[src/rtl/hdmi_bringup_seq.sv]
// rtl/hdmi_bringup_seq.sv - HDMI output path power-up and recovery sequencer
module hdmi_bringup_seq #(
    parameter int CNT_W         = 24,
    parameter int RST_CYCLES    = 10000,
    parameter int CFG_TIMEOUT   = 2000000,
    parameter int FRAME_TIMEOUT = 500000,
    parameter int RETRY_WAIT    = 100000,
    parameter int MAX_RETRY     = 3
) (
    input  logic       clk,
    input  logic       rstn,
    input  logic       pll_lock,
    input  logic       init_over,
    input  logic       vs_in,
    output logic       ctl_rstn,
    output logic       vid_rstn,
    output logic       led_ok,
    output logic       fault,
    output logic [2:0] state,
    output logic [3:0] retry_cnt
);

    typedef enum logic [2:0] {
        S_IDLE   = 3'd0,
        S_HOLD   = 3'd1,
        S_CFG    = 3'd2,
        S_VSTART = 3'd3,
        S_RUN    = 3'd4,
        S_RETRY  = 3'd5,
        S_FAULT  = 3'd6
    } state_t;

    // Terminal counts: the counter starts at 0 on state entry, so the last
    // cycle of an interval of N cycles is N-1.
    localparam logic [CNT_W-1:0] HOLD_END  = CNT_W'(RST_CYCLES - 1);
    localparam logic [CNT_W-1:0] CFG_END   = CNT_W'(CFG_TIMEOUT - 1);
    localparam logic [CNT_W-1:0] FRAME_END = CNT_W'(FRAME_TIMEOUT - 1);
    localparam logic [CNT_W-1:0] RETRY_END = CNT_W'(RETRY_WAIT - 1);
    localparam logic [3:0]       RETRY_MAX = 4'(MAX_RETRY);

    logic             lock_s1, lock_s2;
    logic             vs_s1, vs_s2, vs_s3;
    logic             vs_edge;

    state_t           state_q, state_nxt;
    logic [CNT_W-1:0] cnt_q, cnt_nxt;
    logic [3:0]       retry_q, retry_nxt;
    logic             fail;
    logic             cnt_clr;
    logic             ctl_nxt, vid_nxt, led_nxt, fault_nxt;

    // Input synchronizers; the vsync rise is captured into a pulse flop so
    // the FSM only ever sees a registered edge.
    always_ff @(posedge clk or negedge rstn) begin
        if (!rstn) begin
            lock_s1 <= 1'b0;
            lock_s2 <= 1'b0;
            vs_s1   <= 1'b0;
            vs_s2   <= 1'b0;
            vs_s3   <= 1'b0;
            vs_edge <= 1'b0;
        end else begin
            lock_s1 <= pll_lock;
            lock_s2 <= lock_s1;
            vs_s1   <= vs_in;
            vs_s2   <= vs_s1;
            vs_s3   <= vs_s2;
            vs_edge <= vs_s2 & ~vs_s3;
        end
    end

    // Next-state, counter, retry and output decode.
    always_comb begin
        state_nxt = state_q;
        retry_nxt = retry_q;
        cnt_nxt   = cnt_q;
        fail      = 1'b0;
        cnt_clr   = 1'b0;

        if (!lock_s2 && state_q != S_FAULT) begin
            // Lock loss wins over everything and is not a retry.
            state_nxt = S_IDLE;
        end else begin
            case (state_q)
                S_IDLE:   state_nxt = S_HOLD;
                S_HOLD:   if (cnt_q == HOLD_END) state_nxt = S_CFG;
                S_CFG: begin
                    // Success takes precedence over a timeout in the same cycle.
                    if (init_over)               state_nxt = S_VSTART;
                    else if (cnt_q == CFG_END)   fail = 1'b1;
                end
                S_VSTART: begin
                    if (vs_edge)                 state_nxt = S_RUN;
                    else if (cnt_q == FRAME_END) fail = 1'b1;
                end
                S_RUN: begin
                    // A frame arriving on the timeout cycle still counts.
                    if (!init_over)              fail = 1'b1;
                    else if (vs_edge)            cnt_clr = 1'b1;
                    else if (cnt_q == FRAME_END) fail = 1'b1;
                end
                S_RETRY:  if (cnt_q == RETRY_END) state_nxt = S_HOLD;
                S_FAULT:  state_nxt = S_FAULT;
                default:  state_nxt = S_IDLE;
            endcase

            if (fail) begin
                if (retry_q == RETRY_MAX) begin
                    state_nxt = S_FAULT;
                end else begin
                    retry_nxt = retry_q + 4'd1;
                    state_nxt = S_RETRY;
                end
            end
        end

        if (state_nxt != state_q || cnt_clr) begin
            cnt_nxt = '0;
        end else if (state_q inside {S_HOLD, S_CFG, S_VSTART, S_RUN, S_RETRY}) begin
            cnt_nxt = cnt_q + 1'b1;
        end

        ctl_nxt   = state_nxt inside {S_CFG, S_VSTART, S_RUN};
        vid_nxt   = state_nxt inside {S_VSTART, S_RUN};
        led_nxt   = (state_nxt == S_RUN);
        fault_nxt = (state_nxt == S_FAULT);
    end

    // State, counter and registered outputs, all loaded on the same edge.
    always_ff @(posedge clk or negedge rstn) begin
        if (!rstn) begin
            state_q  <= S_IDLE;
            cnt_q    <= '0;
            retry_q  <= 4'd0;
            ctl_rstn <= 1'b0;
            vid_rstn <= 1'b0;
            led_ok   <= 1'b0;
            fault    <= 1'b0;
        end else begin
            state_q  <= state_nxt;
            cnt_q    <= cnt_nxt;
            retry_q  <= retry_nxt;
            ctl_rstn <= ctl_nxt;
            vid_rstn <= vid_nxt;
            led_ok   <= led_nxt;
            fault    <= fault_nxt;
        end
    end

    assign state     = state_q;
    assign retry_cnt = retry_q;

endmodule

[config.mk]
export PLATFORM = sky130hd
export DESIGN_NAME = hdmi_bringup_seq
export DESIGN_NICKNAME = d
export VERILOG_FILES = /design/src/rtl/hdmi_bringup_seq.sv
export SDC_FILE = /design/constraint.sdc
export NUM_CORES = 1
export LEC_CHECK = 0
export BUFFER_PORTS_ARGS = -buffer_cell sky130_fd_sc_hd__buf_2
export CAP_MARGIN = 20
export CELL_PAD_IN_SITES_DETAIL_PLACEMENT = 1
export CELL_PAD_IN_SITES_GLOBAL_PLACEMENT = 2
export CORE_MARGIN = 3
export CORE_UTILIZATION = 37
export DETAILED_ROUTE_END_ITERATION = 8
export PLACE_DENSITY = 0.84
export SLEW_MARGIN = 20
export SYNTH_ARGS = -nofsm -noshare
export SYNTH_HDL_FRONTEND = slang
export SYNTH_SLANG_ARGS = --single-unit
[constraint.sdc]
create_clock -name clk -period 2.4 [get_ports clk]
set_input_delay 0 -clock clk [delete_from_list [all_inputs] [get_ports clk]]
set_output_delay 0 -clock clk [all_outputs]
set_load 0.005 [all_outputs]
# Word-level counts from Yosys, hierarchy flattened
# Cells that the tools add are included.
[classes]
n_addsub = 2
eq_ne = 17
mux = 21
n_bitwise = 4
n_reduce_logical = 9
[op_table]
columns = ["cell", "count"]
rows = [
  ["$mux W24", 2],
  ["$add A24 B1 Y24 const B", 1],
  ["$eq A24 B14 Y1 const B", 1],
  ["$eq A24 B17 Y1 const B", 1],
  ["$eq A24 B19 Y1 const B", 1],
  ["$eq A24 B21 Y1 const B", 1],
  ["$pmux W3 S7", 1],
  ["$mux W3", 6],
  ["$eq A3 B3 Y1 const B", 5],
  ["$eq A3 B2 Y1 const B", 4],
  ["$mux W1", 10],
  ["$reduce_bool A5 Y1", 1],
  ["$add A4 B1 Y4 const B", 1],
  ["$eq A4 B2 Y1 const B", 1],
  ["$reduce_bool A2 Y1", 2],
  ["$eq A3 B1 Y1 const B", 1],
  ["$logic_not A3 Y1", 1],
  ["$ne A3 B3 Y1", 1],
  ["$ne A3 B3 Y1 const B", 1],
  ["$not A1 Y1", 3],
  ["$pmux W1 S3", 1],
  ["$reduce_and A3 Y1", 1],
  ["$reduce_bool A3 Y1", 1],
  ["$mux W2", 1],
  ["other kinds (4)", 4],
]
[word_totals]
regBits = 41
inputBits = 5
output_inout_bits = 11
word_cells = 66

# Longest topological paths before layout
[logic_depth]
word_depth = 11
depth_mapped = 10
depth_no_buf = 7

# Worst setup path before layout
# Ideal clock, no wire load.
[synth_path]
path_kind = "flip-flop to flip-flop"
from = "register cnt_q[0]"
to = "register cnt_q[10]"
setup_ps = 96
t_arrival_ps = 2263
required_ps = 2304
slack_ps = 41
stages_incl_launch_ff = 11
n_path_buf = 3
synth_period_minus_slack_ps = 2359
path_cell_list = "dfrtp_1 > ha_1 > nand4bb_1 > nor4_1 > and4b_4 > buf_6 > or2_1 > buf_6 > o311a_4 > buf_4 > nor4_2"
[synth_between]
elab_chain_cells = 11
elab_cells_between_ends = 22
cone_classes = "1 x add/sub; 5 x eq/ne; 14 x mux; 2 x reduce/logical"
[synth_lines]
columns = ["element", "line", "rtl"]
rows = [
  ["start: declaration", "46", "logic [CNT_W-1:0] cnt_q, cnt_nxt;"],
  ["start signal: assignment", "141", "cnt_q <= cnt_nxt;"],
  ["$eq A24 B19 Y1", "94, 100", ""],
  ["$mux W1", "94, 100", ""],
  ["$mux W1", "93", "if (vs_edge) state_nxt = S_RUN;"],
  ["$mux W1", "98", "if (!init_over) fail = 1'b1;"],
  ["$pmux W1 S3", "84", "case (state_q)"],
  ["$mux W1", "80", "if (!lock_s2 && state_q != S_FAULT) begin"],
  ["$mux W3", "107", "if (fail) begin"],
  ["$mux W3", "80", ""],
  ["$ne A3 B3 Y1", "117", "if (state_nxt != state_q || cnt_clr) begin"],
  ["$logic_or A1 B1 Y1", "117", ""],
  ["$mux W24 / $reduce_bool A2 Y1 (equally long branches)", "n/a", ""],
]
# Several ways; a longest one is shown, not always the timed one. The select of a mux whose other input is x is not followed.
# A chain may end at the register's enable or synchronous reset.

# Final worst setup path
[layout_path]
from = "register cnt_q[11]"
to = "register cnt_q[14]"
# The elaborated chain is that of the path after synthesis.

==> Implementation_results.wiki <==
{| class="wikitable"
! Metric !! Value
|-
| Final GP Congestion || 0.918
|-
| Worst setup path category || flip-flop to flip-flop
|-
| Share of the cycle needed by the critical path after routing || 102%
|-
| Number of levels the H-tree was split into || 2
|-
| WL final || 8.65 mm
|-
| HPWL after DPL || 5.46 mm
|-
| Top routing layer in use || met4
|-
| Arrival @ worst endpoint || 2.66 ns
|-
| Synth Area in Compound Gates || 15.0%
|-
| Clk_skew || 0.0118 ns
|-
| Diodes inserted || 0
|-
| Total track usage || 18.9%
|-
| Die extent in y || 93.7 um
|-
| RSZ-0062 raised after global routing || yes
|-
| Required arrival time at the worst endpoint || 2.61 ns
|-
| Die area || 8780 um2
|-
| DR WL/cell || 20.4 um
|-
| Cells after synthesis || 271
|-
| Main flop type after synthesis || dfrtp_1
|-
| IO buf count || 15
|-
| Post-synthesis net count || 278
|-
| Share of synthesized area occupied by flip-flops and latches || 36.1%
|-
| Detailed route wirelength on metal3 || 303 um
|-
| Final Max Tran Viols || 0
|-
| DRC violations left || 0
|-
| Clock latency on the worst-skew pair || 0.30 ns
|-
| Result of the run || complete, but fails checks
|-
| Post-Layout Cell Count || 424
|-
| Drt first-iter violations || 135
|-
| Overflow after GRT || 0
|-
| Capturing element type of the critical path || flip-flop
|-
| Fraction of layout cells with a size suffix above 1 || 36.6%
|-
| Area fraction of the dominant cell type after synthesis || 36.1%
|-
| Area of all sequential standard cells || 1030 um2
|-
| Initial antenna violation count || 0
|-
| Width of the die || 93.7 um
|-
| Wire length of the first global-routing pass || 13.2 mm
|-
| Cell count after placement || 406
|-
| Library cells used by synthesis || 59
|-
| Vias in the first global route || 2513
|-
| Maximum clock frequency || 0.408 GHz
|-
| Clock root buffer || clkbuf_8
|-
| Most common cell after layout, fill and taps aside || dfrtp_1
|-
| Relative max-transition margin || 36.7%
|-
| Clock tree from TritonCTS || built
|-
| CTS clk-pin slew, worst paths || 0.08 ns
|-
| Synth Register Bits || 41
|-
| Initial core utilization || 38.6%
|-
| Area occupied by multi-input gates || 1720 um2
|-
| Setup-failing EPs final || 24
|-
| Largest net degree at the start of global routing || 42
|-
| Sort of element at the start of the critical path || flip-flop
|-
| Number of synthesized flops with an enable pin || 0
|-
| Buffer depth of the longest clock path || 2
|-
| Final hold violation count || 0
|-
| Final Util || 48.0%
|-
| Count of vias placed by the detailed router || 2473
|-
| Largest family of logic cells by synthesized area || simple AND/OR/NAND/NOR gates
|-
| Routed length on met2 || 4.41 mm
|-
| I/O Pins || 16
|-
| Filler cell count in the final layout || 828
|-
| Most used cells in the layout excluding fill and tap cells || dfrtp_1, buf_4, nor4_2
|-
| Min-Delay Path Class || primary input to flip-flop
|-
| M1 WL || 3.83 mm
|-
| Peak VDD IR || 0.000289 V
|-
| Simple-gate share of the synthesized area || 31.5%
|-
| Post-synthesis cell type with the largest combined area || dfrtp_1
|-
| Row Count || 31
|-
| Max Cap Violations || 0
|-
| Synth warnings || 0
|-
| Residual antenna-violating net count after detailed routing || 0
|-
| Syn_area_per_cell || 10.5 um2
|-
| Number of cells traversed by the worst register-to-register path || 9
|-
| Number of nets in the final layout || 331
|-
| Per-cell via count in the routed design || 5.83
|-
| Power per cell area || 723 nW/um2
|-
| Transition time at the pin with the least slew margin || 0.950 ns
|-
| Post-Synth XOR/XNOR Area || 8.00%
|-
| Share of synthesized area spent on multiplexers || 1.19%
|-
| Total leakage power || 1.49 nW
|-
| Core Footprint || 7370 um2
|-
| Post-route setup slack || -0.0521 ns
|-
| Layout area overhead || 24.3%
|-
| Violated checks || setup timing
|-
| Critical path peak fanout || 14
|-
| Period minus WS final || 2.45 ns
|-
| Largest cells by area after synthesis || dfrtp_1, nor4_2, o211ai_1, xor2_1, clkbuf_8
|-
| Total standard cell area after synthesis || 2850 um2
|-
| Drt first pass iters || 5
|-
| Worst Hold Depth || 2
|-
| Adder-Cell Fraction of Synth Area || 0.880%
|-
| CTS buffer count || 5
|-
| # clock sinks || 41
|-
| Post-synth ARST share || 100%
|}
-- through the flow --
| step | power (mW) | setup slack (ns) | hold slack, ns | setup TNS [ns] | area (um2) |
|---|---|---|---|---|---|
| 6_report | 2.56 | -0.0521 | 0.340 | -0.959 | 3540 |
| 5_1_grt | 2.70 | -0.177 | 0.350 | -3.70 | 3540 |
| 4_1_cts | 2.49 | -0.0757 | 0.334 | -1.20 | 3390 |
| 3_5_place_dp | 1.80 | -0.143 | 0.110 | -2.33 | 3220 |
| 3_3_place_gp | 1.79 | -0.0367 | 0.108 | -0.629 | 3220 |
| 2_1_floorplan | 1.48 | 0.0411 | -0.296 | 0 | 2850 |
-- state kept, by name, indices dropped and copies added, names as in the netlist --
| signal | count |
|---|---|
| retry_cnt | 4 |
| vs_s3 | 1 |
| lock_s2 | 1 |
| state | 3 |
| vid_rstn | 1 |
| vs_edge | 1 |
| ctl_rstn | 1 |
| vs_s2 | 1 |
| vs_s1 | 1 |
| fault | 1 |
| cnt_q | 24 |
| led_ok | 1 |
| lock_s1 | 1 |
-- Yosys cell counts, types with 7 or more instances --
cell type	count
nand3_1	10
o21ai_0	8
nor4_2	20
nor4_1	14
xnor2_1	9
o211ai_1	24
dfrtp_1	41
nor2_1	14
nor3_1	10
xor2_1	17
nand2_1	10
clkbuf_8	7
-- layer usage --
layer  vias up  global-route usage, %
met5         -                      0
li1       1149                      -
met1      1275                   25.3
met4         0                   4.93
met3        10                   2.64
met2        39                   31.8
-- kinds of logic after synthesis --
| kind of cell | Yosys count |
|---|---|
| flip-flops | 41 |
| AND/OR/NAND/NOR | 125 |
| buffers and inverters | 23 |
| adder cells (fa/ha/maj) | 2 |
| AO/OA/AOI/OAI | 51 |
| multiplexers | 3 |
| XOR/XNOR | 26 |
-- report_power, final --
group,internal (mW),switching (mW)
combinational,0.449,0.618
clock,0.413,0.256
sequential,0.756,0.0647
-- repair_timing --
action,4_1_cts,5_1_grt
hold buffers,3,0
gates cloned,0,3
setup buffers,0,4
pin swaps,0,4
endpoints found under the setup margin,24,26
hold endpoints to repair,43,0
resized for setup,1,13
-- worst max-delay path, cell delays in order, from the launching register on --
cell,delay (ns)
dfrtp_1,0.41
buf_4,0.17
nor4bb_1,0.40
nand4_1,0.26
o21bai_4,0.26
or2_4,0.21
buf_4,0.13
o211ai_4,0.11
buf_12,0.19
nor4_2,0.22
-- final timing paths --
check / from / to / slack, ns
min reg2reg: vs_s1$_DFF_PN0_ / vs_s2$_DFF_PN0_ / 0.36
min in group asynchronous: rstn / cnt_q[11]$_DFFE_PN0P_ / 0.38
max in group asynchronous: rstn / cnt_q[1]$_DFFE_PN0P_ / 1.43
max reg2reg: cnt_q[11]$_DFFE_PN0P_ / cnt_q[14]$_DFFE_PN0P_ / -0.05
max: cnt_q[11]$_DFFE_PN0P_ / cnt_q[14]$_DFFE_PN0P_ / -0.05
min: vs_in / vs_s1$_DFF_PN0_ / 0.34
-- area by class of cell --
type	instances	area share, %
clock inverter	3	1.84
sequential	41	29.0
timing repair buffer	63	14.6
tap	99	3.50
multi-input combinational	210	48.7
inverter	3	0.318
clock buffer	5	1.95
Power figures use the tool's default switching activity.
